`src/rtl/pulse_divider_pkg.sv`:
```
// -----------------------------------------------------------------------------
// pulse_divider_pkg
//
// Shared definitions for the pulse divider:
//   mode_e      - output behaviour selected by the load port
//   state_e     - sequencer states of the top module
//   decode_mode - maps the raw 2-bit mode code onto mode_e (code 3 -> TICK)
// -----------------------------------------------------------------------------
package pulse_divider_pkg;

  typedef enum logic [1:0] {
    MODE_TICK   = 2'd0,
    MODE_SQUARE = 2'd1,
    MODE_BURST  = 2'd2
  } mode_e;

  typedef enum logic [1:0] {
    ST_IDLE = 2'd0,
    ST_RUN  = 2'd1,
    ST_DONE = 2'd2
  } state_e;

  // The unused code 3 behaves exactly like TICK, so it is folded into TICK
  // when a configuration is latched. Later mode comparisons then treat 0 and 3
  // as the same mode.
  function automatic mode_e decode_mode(input logic [1:0] code);
    case (code)
      2'd1:    return MODE_SQUARE;
      2'd2:    return MODE_BURST;
      default: return MODE_TICK;
    endcase
  endfunction

endpackage

```
`src/rtl/pulse_divider_counter.sv`:
```
// -----------------------------------------------------------------------------
// pulse_counter
//
// WIDTH-bit period up-counter with a terminal-value compare.
//
// Ports:
//   clock   in   system clock, posedge
//   reset   in   synchronous active-high reset, counter -> 0
//   clear   in   counter -> 0 (has priority over inc)
//   inc     in   advance by one; holds at term instead of wrapping
//   term    in   terminal value (period length minus one)
//   at_term out  counter currently equals term
// -----------------------------------------------------------------------------
module pulse_counter #(
  parameter int WIDTH = 8
) (
  input  logic             clock,
  input  logic             reset,
  input  logic             clear,
  input  logic             inc,
  input  logic [WIDTH-1:0] term,
  output logic             at_term
);

  logic [WIDTH-1:0] count_q;
  logic [WIDTH-1:0] count_d;

  always_comb begin
    count_d = count_q;
    if (clear) begin
      count_d = '0;
    end else if (inc && (count_q != term)) begin
      // Saturating at term keeps the counter from ever wrapping, even if the
      // caller keeps asserting inc while sitting on the terminal value.
      count_d = count_q + 1'b1;
    end
  end

  always_ff @(posedge clock) begin
    if (reset) begin
      count_q <= '0;
    end else begin
      count_q <= count_d;
    end
  end

  assign at_term = (count_q == term);

endmodule

```
`src/rtl/pulse_divider.sv`:
```
// -----------------------------------------------------------------------------
// pulse_divider
//
// Runtime-configurable clock divider producing a tick train, a square wave or
// a counted burst of ticks. New configurations are taken through a valid/ready
// port into a shadow register and only become active at a period boundary (or
// immediately when not running), so the output never glitches mid-period.
//
// Parameters:
//   WIDTH      width of divisor, burst count and internal counters
//   RESET_DIV  divisor in effect after reset (>= 1)
//
// Ports:
//   clock       in   system clock, posedge
//   reset       in   synchronous active-high reset
//   enable      in   run / pause control
//   cfg_mode    in   0 TICK, 1 SQUARE, 2 BURST, 3 TICK
//   cfg_div     in   divisor D (0 treated as 1)
//   cfg_count   in   burst length C (0 treated as 1)
//   load_valid  in   configuration offer
//   load_ready  out  shadow register free (no configuration pending)
//   signal      out  main output, registered
//   tick        out  one-cycle strobe per period boundary, registered
//   busy        out  sequencer in RUN
//   burst_done  out  sequencer in DONE
// -----------------------------------------------------------------------------
module pulse_divider
  import pulse_divider_pkg::*;
#(
  parameter int WIDTH     = 8,
  parameter int RESET_DIV = 1
) (
  input  logic             clock,
  input  logic             reset,
  input  logic             enable,
  input  logic [1:0]       cfg_mode,
  input  logic [WIDTH-1:0] cfg_div,
  input  logic [WIDTH-1:0] cfg_count,
  input  logic             load_valid,
  output logic             load_ready,
  output logic             signal,
  output logic             tick,
  output logic             busy,
  output logic             burst_done
);

  localparam logic [WIDTH-1:0] ONE         = WIDTH'(1);
  localparam logic [WIDTH-1:0] RESET_DIV_W = WIDTH'(RESET_DIV);

  // Zero divisors and zero burst lengths behave as one; normalising at latch
  // time means the active registers never hold zero.
  function automatic logic [WIDTH-1:0] nonzero(input logic [WIDTH-1:0] v);
    return (v == '0) ? ONE : v;
  endfunction

  // ---------------------------------------------------------------------------
  // Registers
  // ---------------------------------------------------------------------------
  state_e           state_q,     state_d;
  mode_e            mode_q,      mode_d;
  logic [WIDTH-1:0] div_q,       div_d;
  logic [WIDTH-1:0] burst_q,     burst_d;
  logic [WIDTH-1:0] remaining_q, remaining_d;
  logic             pending_q,   pending_d;
  mode_e            sh_mode_q,   sh_mode_d;
  logic [WIDTH-1:0] sh_div_q,    sh_div_d;
  logic [WIDTH-1:0] sh_burst_q,  sh_burst_d;
  logic             signal_q,    signal_d;
  logic             tick_q,      tick_d;

  // ---------------------------------------------------------------------------
  // Period counter
  // ---------------------------------------------------------------------------
  logic             at_term;
  logic             run_active;
  logic             boundary;
  logic             apply_cfg;
  logic             accept_cfg;
  logic             cnt_clear;
  logic             cnt_inc;
  logic [WIDTH-1:0] period_term;

  assign period_term = div_q - ONE;
  assign run_active  = (state_q == ST_RUN) && enable;
  assign boundary    = run_active && at_term;

  // Outside RUN there is no period in flight, so a pending configuration can
  // be taken straight away; inside RUN it waits for the end of the period.
  assign apply_cfg   = pending_q && ((state_q != ST_RUN) || boundary);
  assign accept_cfg  = load_valid && !pending_q;

  // The counter restarts on entry to RUN and at every boundary; while paused
  // neither strobe is active, so the phase is simply held.
  assign cnt_clear   = ((state_q == ST_IDLE) && enable) || boundary;
  assign cnt_inc     = run_active && !at_term;

  pulse_counter #(
    .WIDTH (WIDTH)
  ) u_period (
    .clock   (clock),
    .reset   (reset),
    .clear   (cnt_clear),
    .inc     (cnt_inc),
    .term    (period_term),
    .at_term (at_term)
  );

  // ---------------------------------------------------------------------------
  // Next-state logic
  // ---------------------------------------------------------------------------
  always_comb begin
    state_d     = state_q;
    mode_d      = mode_q;
    div_d       = div_q;
    burst_d     = burst_q;
    remaining_d = remaining_q;
    pending_d   = pending_q;
    sh_mode_d   = sh_mode_q;
    sh_div_d    = sh_div_q;
    sh_burst_d  = sh_burst_q;
    signal_d    = signal_q;
    tick_d      = 1'b0;

    unique case (state_q)
      ST_IDLE: begin
        if (enable) begin
          state_d     = ST_RUN;
          remaining_d = burst_q;
          signal_d    = 1'b0;
        end
      end

      ST_RUN: begin
        if (boundary) begin
          tick_d = 1'b1;
          case (mode_q)
            MODE_SQUARE: begin
              signal_d = !signal_q;
            end
            MODE_BURST: begin
              signal_d = 1'b1;
              if (remaining_q != '0) begin
                remaining_d = remaining_q - ONE;
              end
              if (remaining_q == ONE) begin
                state_d = ST_DONE;
              end
            end
            default: begin
              signal_d = 1'b1;
            end
          endcase
        end else if (mode_q != MODE_SQUARE) begin
          // Strobe-style modes keep signal equal to tick, which is low on
          // every non-boundary edge (including paused ones). A square wave
          // instead holds its level across a pause.
          signal_d = 1'b0;
        end
      end

      ST_DONE: begin
        signal_d = 1'b0;
        if (!enable) begin
          state_d = ST_IDLE;
        end
      end

      default: begin
        state_d = ST_IDLE;
      end
    endcase

    // Applying a configuration overrides the per-mode actions above where the
    // two collide: a mode change forces signal low on the same edge, and a
    // BURST configuration restarts its count from the new length.
    if (apply_cfg) begin
      pending_d = 1'b0;
      mode_d    = sh_mode_q;
      div_d     = sh_div_q;
      burst_d   = sh_burst_q;
      if (sh_mode_q != mode_q) begin
        signal_d = 1'b0;
      end
      // The IDLE->RUN edge that also applies a configuration starts with the
      // newly applied burst length rather than the stale one.
      if ((sh_mode_q == MODE_BURST) || ((state_q == ST_IDLE) && enable)) begin
        remaining_d = sh_burst_q;
      end
    end

    // apply_cfg needs pending_q and accept_cfg needs !pending_q, so the two
    // never fire on the same edge and the shadow is never overwritten early.
    if (accept_cfg) begin
      pending_d  = 1'b1;
      sh_mode_d  = decode_mode(cfg_mode);
      sh_div_d   = nonzero(cfg_div);
      sh_burst_d = nonzero(cfg_count);
    end
  end

  // ---------------------------------------------------------------------------
  // State registers
  // ---------------------------------------------------------------------------
  always_ff @(posedge clock) begin
    if (reset) begin
      state_q     <= ST_IDLE;
      mode_q      <= MODE_TICK;
      div_q       <= RESET_DIV_W;
      burst_q     <= ONE;
      remaining_q <= '0;
      pending_q   <= 1'b0;
      sh_mode_q   <= MODE_TICK;
      sh_div_q    <= RESET_DIV_W;
      sh_burst_q  <= ONE;
      signal_q    <= 1'b0;
      tick_q      <= 1'b0;
    end else begin
      state_q     <= state_d;
      mode_q      <= mode_d;
      div_q       <= div_d;
      burst_q     <= burst_d;
      remaining_q <= remaining_d;
      pending_q   <= pending_d;
      sh_mode_q   <= sh_mode_d;
      sh_div_q    <= sh_div_d;
      sh_burst_q  <= sh_burst_d;
      signal_q    <= signal_d;
      tick_q      <= tick_d;
    end
  end

  // ---------------------------------------------------------------------------
  // Outputs
  // ---------------------------------------------------------------------------
  assign load_ready = !pending_q;
  assign signal     = signal_q;
  assign tick       = tick_q;
  assign busy       = (state_q == ST_RUN);
  assign burst_done = (state_q == ST_DONE);

endmodule

```
`config.mk`:
```
export PLATFORM = sky130hd
export DESIGN_NAME = pulse_divider
export DESIGN_NICKNAME = d
export VERILOG_FILES = /design/src/rtl/pulse_divider_pkg.sv /design/src/rtl/pulse_divider_counter.sv /design/src/rtl/pulse_divider.sv
export SDC_FILE = /design/constraint.sdc
export NUM_CORES = 1
export LEC_CHECK = 0
export ABC_AREA = 1
export CORE_MARGIN = 1.5
export CORE_UTILIZATION = 53
export CTS_BUF_LIST = sky130_fd_sc_hd__clkbuf_8 sky130_fd_sc_hd__clkbuf_16
export DETAILED_ROUTE_END_ITERATION = 10
export GPL_TIMING_DRIVEN = 1
export HOLD_SLACK_MARGIN = 0.12
export PLACE_DENSITY = 0.84
export SLEW_MARGIN = 20
export SYNTH_ARGS = -nofsm -noshare
export SYNTH_HDL_FRONTEND = slang
export SYNTH_SLANG_ARGS = --single-unit
```
`constraint.sdc`:
```
create_clock -name clock -period 2 [get_ports clock]
set_input_delay 0.5 -clock clock [delete_from_list [all_inputs] [get_ports clock]]
set_output_delay 0.5 -clock clock [all_outputs]
set_load 0.05 [all_outputs]
```
==> impl_results.md <==
- Status: complete, but fails checks
- Failing checks: negative setup slack
- Postcts setup bufs: 0
- Via/cell ratio: 5.455
- Gpl congestion: 0.8950
- RSZ-0062 raised after global routing: true
- Wire per inst: 13.24 microns
- Netlist cell types: 40
- GRT Util Overall: a little over a quarter
- Req. time, crit path: between 2 and 2.5 ns
- Clock Latency Late Sink: 0.34 ns
- CP startpoint kind: flop
- Die Width: between 80 and 90 microns
- Area Overhead vs Synth: 25.19%
- Post-synth EDFFs: 0
- Total design power: about 3.7 mW
- CTS Buf Count: 9
- Fin nets: between 500 and 600
- CTS tree: done
- Commonest cells in the netlist: nand2_1 (137), nor2_1 (66), inv_1 (60)
- Drt first pass iters: 7
- Static Leak: between 1.5 and 2 nW
- Initial cell density of the core: 55.81%
- Vias in the first global route: approximately 3100
- Synth area leader: dfxtp_1
- # setup viols final: 15
- Fin Hold WS: 0.4566 ns
- HP Class: flop to flop
- Deepest clock path buffer count: 2
- CP endpoint kind: flop
- IO Port Bufs: 26
- Global-route wire length before repair: 13910 microns
- Area share of the largest cell type after synthesis: approximately 34%
- Pins Over Slew Limit: 0
- Max IR drop VDD: between 0.0006 and 0.0007 V
- Cell Rows: 28
- Setup ws final: -0.09433 ns
- Clock Tree Root: clkbuf_8
- Most frequent CP cell: nand2_1
- Most numerous cell in the Yosys netlist: nand2_1
- Die area: 6833 sq um
- Crit path time final: between 2 and 2.5 ns
- Final ANT Viol Nets: 0
- Largest cells by area after synthesis: dfxtp_1 (34%), nand2_1 (15%), nor2_1 (7.4%)
- Clock skew: approximately 0.0064 ns
- Die span in y: between 80 and 90 microns
- Final wirelength: around 8400 microns
- Total number of vias: 3464
- Max_cap viols: 0
- Slew margin rel.: 67.53%
- Worst Path Arrival: ~2.4 ns
- Synth Instances: 511
- Setup tns final: -0.6463 ns
- Ys async rst share: 0%
- Syn avg cell area: around 6.6 sq um
- Seq/Total Area, Yosys: about 34%
- Crit path max fanout: 10
- Syn Nets: between 500 and 600
- Ys flop type: dfxtp_1
- CTS clock-pin slew for the worst setup and hold paths: approximately 0.07 ns
- DP HPWL: ~5800 microns
- Ports: 27
- Pwr dens: 876.1 nW/um^2
- Antenna violations before repair: 0
- Total gr overflow: 0
- Peak per-stage delay on the critical path: 0.35 ns
- Core area: 6026 sq um
- Crit-path slowest cell: dfxtp_2
- Crit path kind: flop to flop
- Number of clock sinks: between 50 and 60
- Largest net degree at the start of global routing: 23
- Crit-path cells: inv_2 -> ha_4 -> inv_2 -> nand2_1 -> nand2_1 -> nor2_2 -> nand2_1 -> nor2_2 -> nand2_2 -> nor2_8 -> nand3_4 -> nand2_8 -> nand3_4 -> nand2_1 -> nor2_1 -> nor2_1
- Fin. Hold Viols: 0
- Share of cells above drive strength 1: between 10% and 20%
- Syn. warnings: 0
- Layout filler cell count: roughly 450
- Max Fclk: about 480 MHz
- Placed cells: 619
- Slew @ Worst Pin: ~0.48 ns
- Post-synthesis instance area: 3363 sq um
- Finished Layout Cells: ~640
- # DRC: 0
- FF+latch count, synth: between 50 and 60
- First DRT Iteration DRCs: 218
- Antenna Cells: 0
- Period utilisation layout: 104.7%
- Htree depth: 3
cell type report:
type | count | area (sq um) | area share, %
Clock buffer | 9 | 123.9 | 2.942
Clock inverter | 7 | 133.9 | 3.180
Inverter | 62 | 232.7 | 5.527
Multi-Input combinational cell | 376 | 2018 | 47.93
Sequential cell | 57 | 1145 | 27.19
Tap cell | 75 | 93.84 | 2.229
Timing Repair Buffer | 49 | 462.9 | 11.00
critical path, delay by kind of cell (launching register included):
kind,cells,cell delay (ns)
simple gates,13,1.32
flops,1,0.35
fa+ha+maj,1,0.27
buf+inv,2,0.08
logic make-up (layout without fill, tap and decap cells):
group                    Yosys count  count (layout)  share of synthesized area (%)
AND/OR/NAND/NOR                  276             276                          37.13
AO/OA/AOI/OAI                     87              87                          15.48
buffers and inverters             78             127                          9.524
flip-flops                        57              57                          33.93
XOR/XNOR                           8               8                          2.083
adder cells (fa/ha/maj)            5               5                          1.860
per-layer routing:
metal | track usage (%) | routed length [microns] | vias to the layer above
li1 | - | - | 1742
met1 | 34.97 | 3773 | 1556
met4 | 10.83 | 191 | 0
met5 | 0 | 0 | -
met3 | 4.286 | 525 | 28
met2 | 42.76 | 3919 | 138
where the power goes:
group | internal [mW] | switching (mW) | leakage [nW]
registers | 1.23 | 0.0753 | 0.469
clock network | 0.944 | 0.472 | 0.134
logic | 0.375 | 0.597 | 1.33
total | 2.55 | 1.14 | 1.94
sequential cells by signal, indices dropped and copies added, names as in the netlist:
register and flops:
pending_q 1, mode_q 2, sh_mode_q 2, tick 1, sh_div_q 8, signal 1
state_q 2, burst_q 8, remaining_q 8, sh_burst_q 8, div_q 8, u_period.count_q 8
path summary, 6_finish.rpt:
| check | startpoint | end | slack, ns | depth (start not counted) |
|---|---|---|---|---|
| worst min register to register | sh_burst_q[5] | sh_burst_q[5] | 0.46 | 2 |
| worst max register to register | div_q[0] | remaining_q[1] | -0.09 | 16 |
| worst max-delay path | div_q[0] | remaining_q[1] | -0.09 | 16 |
| worst min-delay path | sh_burst_q[5] | sh_burst_q[5] | 0.46 | 2 |
what timing repair did:
action | 4_1_cts | 5_1_grt
cloned | 0 | 0
endpoints found under the setup margin | 27 | 37
hold buffers | 0 | 0
pin swaps | 2 | 3
gates resized for setup | 11 | 39
layout by cell type, fill, tap and decap left out, types with 2 or more instances in the layout:
master and n:
o21bai_1 7, nand4_1 12, nand3_1 30, xnor2_1 3, xor2_1 5, nand3_2 3
o21ai_1 7, a211oi_1 2, nor3_1 3, a21oi_1 27, inv_1 57, nand3_4 2
nor2_2 17, bufinv_16 4, nand2_8 2, buf_4 21, a22oi_1 7, nand2_4 3
nand2_1 130, inv_2 5, clkdlybuf4s50_1 22, dfxtp_1 54, clkbuf_8 9, clkinv_2 2
nand2_2 8, buf_6 4, o211ai_2 2, nor2_1 57, ha_1 4, nor2_4 4
o21ai_0 25, buf_12 2, nor4_1 2, o21ai_2 5, dfxtp_2 3
stage by stage:
stage                     utilization [%]  area (sq um)  setup WS (ns)
final                               69.87          4210       -0.09433
after global routing                69.87          4210        -0.2067
after CTS                           68.17          4108       -0.01458
after detailed placement            63.35          3817       -0.08395
after global placement              63.35          3817       -0.01909
after floorplan                         -          3363       0.006646
Power figures use the tool's default switching activity.
==> RTL edit 1: new RTL, same flow settings <==
`WIDTH` is set to 8 in 2 places; all go to 6.
--- a/src/rtl/pulse_divider_counter.sv
+++ b/src/rtl/pulse_divider_counter.sv
@@ -12,7 +12,7 @@
 //   at_term out  counter currently equals term
 // -----------------------------------------------------------------------------
 module pulse_counter #(
-  parameter int WIDTH = 8
+  parameter int WIDTH = 6
 ) (
   input  logic             clock,
   input  logic             reset,
--- a/src/rtl/pulse_divider.sv
+++ b/src/rtl/pulse_divider.sv
@@ -27,7 +27,7 @@
 module pulse_divider
   import pulse_divider_pkg::*;
 #(
-  parameter int WIDTH     = 8,
+  parameter int WIDTH     = 6,
   parameter int RESET_DIV = 1
 ) (
   input  logic             clock,
Ports: changed (resized cfg_count and cfg_div); port bits go from 27 to 23. No check against the original RTL was run, so the function may have changed too.
==> RTL edit 1 against the unedited design <==
- sequential cell count fell by 12
- first-iteration DRC count is the same
- clock skew shrank 0.0041 ns
- total power fell by 32%
- area after synthesis fell by 25%
- routed wire length shrank 32%
- cell area down 27%
- setup slack better by 0.20 ns
- maximum frequency rose by 10%
- count of clock-buffer cells in the layout is 4 lower
==> RTL edit 1: results (changes against the unedited design) <==
Hold path:
- For hold timing, the worst endpoint is sh_div_q[1]$_SDFFE_PP0P_.
- In this run the most critical hold path is launched from sh_div_q[1]$_SDFFE_PP0P_.

STA:
- The slew at the pin closest to its max-slew limit is 0.488 ns (+0.00502 ns).
- The worst setup skew after layout is 0.00229 ns (-0.00412 ns).

Power and ir drop:
- The reported leakage power is 0.00141 uW (-27%).
- The switching power as a share of total power came to 0.336 (+0.0258).
- The clock network fraction of design power is 0.273 (-0.111).
- The cell-internal power came to 1660 uW (-35%).

Placed design:
- The placed wire-length estimate after detailed placement was 4230 microns (-26%).
- The placer's final routability congestion estimate came to 0.933 (+4.3%).
- The post-placement cell area is 2940 sq um (-23%).

Global route:
- The global-route usage over all layers was 0.244 (-0.0203).
- The number of global-route vias before repair was 2374 (-22%).
- The pin count of the biggest net entering global routing was 16 (-30%).
- The first-pass GRT wire length is 10200 microns (-26%).

Synthesis:
- The proportion of synthesized chip area in sequential cells is 0.355 (+0.0156).
- The post-synth net total is 412 (-23%).
- The number of distinct library cells after synthesis is 33 (-18%).

Layout:
- The share of cells above drive strength 1 is 0.113 (-0.0677).
- The number of nets in the finished design was 448 (-23%).
- The count of filler cells inserted in the layout came to 367 (-19%).

Worst setup path:
- The critical-path cell with the highest stage delay is sky130_fd_sc_hd__clkdlybuf4s50_1.
- The startpoint identified for the worst register-to-register timing path is div_q[1]$_SDFFE_PP0P_.
- The maximum cell stage delay along the critical path came to 0.79 ns (+0.44 ns).
- In this run the critical register-to-register path is captured at remaining_q[0]$_SDFF_PP0_.
- The minimum setup slack among reg-to-reg paths is 0.13 ns (+0.22 ns).
- The top fanout value on the critical path is 1 (-9).

Detailed routing:
- The detailed-route wire length is 5740 microns (-32%).
- The per-cell via count in the routed design is 5.27 (-3.4%).

Clock tree:
- The clock slew at the register clock pins of the worst setup and hold paths is 0.09 ns (+0.02 ns).
- The count of H-tree levels built during CTS was 2 (-1).

Run status:
- The run finished with clean final reports.
==> RTL edit 1: changes by cell type after synthesis, sizes merged, moves of 4 or more <==
cell,before,now
a21oi,28,18
dfxtp,57,45
inv,61,41
nand2,143,104
nor2,79,66
nor3,4,0
o21ai,37,26
o21bai,7,0
==> RTL edit 1: cells by family after synthesis <==
group / count (synthesis) / synth area share
AND/OR/NAND/NOR: 218 / 0.372
AO/OA/AOI/OAI: 56 / 0.128
buffers and inverters: 56 / 0.0902
flip-flops: 45 / 0.355
XOR/XNOR: 9 / 0.0311
adder cells (fa/ha/maj): 5 / 0.0246
==> RTL edit 1: worst max-delay path by stage <==
stage	startpoint	to	cells past startpoint
after global placement	enable	burst_q[2]$_SDFFE_PP0P_	8
final	tick$_SDFF_PP0_	tick	1
after floorplan	div_q[0]$_SDFFE_PP1P_	div_q[4]$_SDFFE_PP0P_	12
after CTS	div_q[0]$_SDFFE_PP1P_	div_q[3]$_SDFFE_PP0P_	11
after global routing	div_q[1]$_SDFFE_PP0P_	signal$_SDFF_PP0_	16
after detailed placement	div_q[0]$_SDFFE_PP1P_	div_q[3]$_SDFFE_PP0P_	11
==> RTL edit 1: metrics by stage <==
| step | TNS, ns | hold slack [ns] | utilization | setup WS [ns] | cells |
|---|---|---|---|---|---|
| 6_report | 0 | 0.471 | 0.689 | 0.104 | 478 |
| 2_1_floorplan | 0 | 0.438 | - | 0.0312 | 389 |
| 3_5_place_dp | 0 | 0.457 | 0.657 | 0.00423 | 470 |
| 3_3_place_gp | 0 | 0.447 | 0.657 | 0.0534 | 470 |
| 4_1_cts | -0.126 | 0.470 | 0.681 | -0.0311 | 478 |
| 5_1_grt | -0.0380 | 0.509 | 0.689 | -0.0224 | 478 |
==> RTL edit 1: layout make-up <==
class | instances | area, sq um | area share
Tap cell | 52 | 65.1 | 0.0211
Clock buffer | 5 | 68.8 | 0.0223
Timing Repair Buffer | 43 | 405 | 0.132
Clock inverter | 3 | 42.5 | 0.0138
Inverter | 42 | 158 | 0.0512
Multi-Input combinational cell | 288 | 1440 | 0.468
Sequential cell | 45 | 901 | 0.292
==> RTL edit 1: tightest hold or removal path: cells and delay by family (launching register included) <==
kind	cells	cell delay (ns)
and+or+nand+nor	1	0.06
DFF	1	0.32
AOI/OAI and AO/OA	1	0.05
==> RTL edit 1: per-layer routing <==
metal,vias to the layer above,part of all wire,track usage
met5,-,0,0
met4,0,0.011,0.0839
met3,6,0.054,0.0472
met2,70,0.47,0.405
met1,1122,0.46,0.319
li1,1322,-,-
==> RTL edit 1: what timing repair did <==
item	4_1_cts	5_1_grt
endpoints found under the setup margin	9	29
gates resized for setup	2	11
cloned	0	0
pin swaps	0	1
==> RTL edit 2: new RTL, config.mk and constraints unchanged <==
Without the edit above. The 3 states of `state_e` get a one-hot encoding in 3 bits.
--- a/src/rtl/pulse_divider_pkg.sv
+++ b/src/rtl/pulse_divider_pkg.sv
@@ -14,10 +14,10 @@
     MODE_BURST  = 2'd2
   } mode_e;
 
-  typedef enum logic [1:0] {
-    ST_IDLE = 2'd0,
-    ST_RUN  = 2'd1,
-    ST_DONE = 2'd2
+  typedef enum logic [2:0] {
+    ST_IDLE = 3'b001,
+    ST_RUN  = 3'b010,
+    ST_DONE = 3'b100
   } state_e;
 
   // The unused code 3 behaves exactly like TICK, so it is folded into TICK
Check against the original RTL: no difference found for any inputs over 10 cycles, from zero or initial values and one cycle with reset high; not proved beyond that.
==> RTL edit 2 against the unedited design <==
- the flow still finishes with violations (negative setup slack)
- total power grew 6.9%
- routed wire length decreased by 0.33%
- sequential cell count up 1
- area after synthesis is 2.9% lower
- setup slack better by 0.081 ns
- sequential power increased by 5%
- cell area increased by 0.39%
- clock power decreased by 15%
- cell count is 1.4% higher
- critical path type unchanged
==> RTL edit 2: results (changes against the unedited design) <==
Synthesis:
- The proportion of synthesized chip area in sequential cells came to 0.356 (+0.0164).
- The complex-gate fraction of the synthesized area was 0.131 (-0.0237).

Global route:
- The global-route usage over all layers is 0.266 (+0.00160).
- The first-pass GRT wire length is 13700 microns (-1.5%).
- The number of global-route vias before repair is 3173 (+3.9%).

Detailed routing:
- The detailed-route wire length came to 8380 microns (-0.33%).
- The routed via count was 3520 (+1.6%).
- The number of DRC violations after detailed-routing iteration 0 was 296 (+36%).
- The detailed-router iteration count before antenna repair is 6 (-1).

Worst setup path:
- The beginning of the worst register-to-register path is div_q[1]$_SDFFE_PP0P_.
- The cell count of the worst reg-to-reg path is 13 (-3).
- The terminus of the critical flop-to-flop path is mode_q[1]$_SDFFE_PP0P_.
- The worst endpoint data arrival time is 2.25 ns (-0.12 ns).

STA:
- The final worst setup slack was -0.0131 ns (+0.0812 ns).
- The final count of negative-setup-slack endpoints is 1 (-14).
- The slew at the pin closest to its max-slew limit came to 0.488 ns (+0.00439 ns).
- The final hold slack came to 0.471 ns (+0.0142 ns).

Placed design:
- The post-placement cell area is 3800 sq um (-0.43%).
- The placer's final routability congestion estimate is 0.886 (-1.1%).
- The total instance count after detailed placement was 625 (+0.97%).
- The placed wire-length estimate after detailed placement was 5910 microns (+2.8%).

Hold path:
- The startpoint of the tightest hold check path is sh_div_q[0]$_SDFFE_PP1P_.

Power and ir drop:
- The reported leakage power came to 0.00195 uW (+0.38%).

Run status:
- The final reports fail on negative setup slack.
- The flow ran to the end, but the final reports show violations.

Layout:
- The share of cells above drive strength 1 is 0.183 (+0.00242).
RTL edit 2: layer usage:
layer | global-route usage | routed length (microns)
met1 | 0.341 | 3750
met3 | 0.0456 | 436
met5 | 0 | 0
met4 | 0.114 | 163
met2 | 0.440 | 4030
RTL edit 2: power by group:
part	switching [uW]	internal [uW]
logic	815	557
registers	104	1270
clock network	473	726
RTL edit 2: cell type report:
| cell class | count | area (sq um) |
|---|---|---|
| sequential | 58 | 1160 |
| tap | 75 | 93.8 |
| timing repair buffer | 60 | 558 |
| fill | 427 | 1690 |
| multi-input combinational | 374 | 1960 |
| clock inverter | 6 | 81.3 |
| inverter | 61 | 234 |
| clock buffer | 10 | 138 |
RTL edit 2: timing repair:
action | in CTS | in global routing
setup buffers | 0 | 3
endpoints found under the hold margin | 0 | 0
hold buffers | 0 | 0
pin swaps | 3 | 6
gates resized for setup | 15 | 34
setup endpoints to repair | 20 | 39
RTL edit 2: worst min-delay path: cells and delay by family, from the launching register on:
family           cells  cell delay, ns
DFF                  1            0.31
and+or+nand+nor      2            0.11
RTL edit 2: worst max path at each step:
| stage | startpoint | endpoint | slack [ns] | cells past startpoint |
|---|---|---|---|---|
| final | div_q[1]$_SDFFE_PP0P_ | mode_q[1]$_SDFFE_PP0P_ | -0.01 | 13 |
| after global routing | div_q[1]$_SDFFE_PP0P_ | mode_q[1]$_SDFFE_PP0P_ | -0.15 | 13 |
| after CTS | div_q[1]$_SDFFE_PP0P_ | u_period.count_q[3]$_SDFFE_PP0P_ | 0.0005 | 12 |
| after detailed placement | enable | u_period.count_q[3]$_SDFFE_PP0P_ | -0.09 | 8 |
| after global placement | enable | u_period.count_q[3]$_SDFFE_PP0P_ | -0.02 | 8 |
| after floorplan | div_q[1]$_SDFFE_PP0P_ | burst_q[1]$_SDFFE_PP0P_ | 0.007 | 13 |
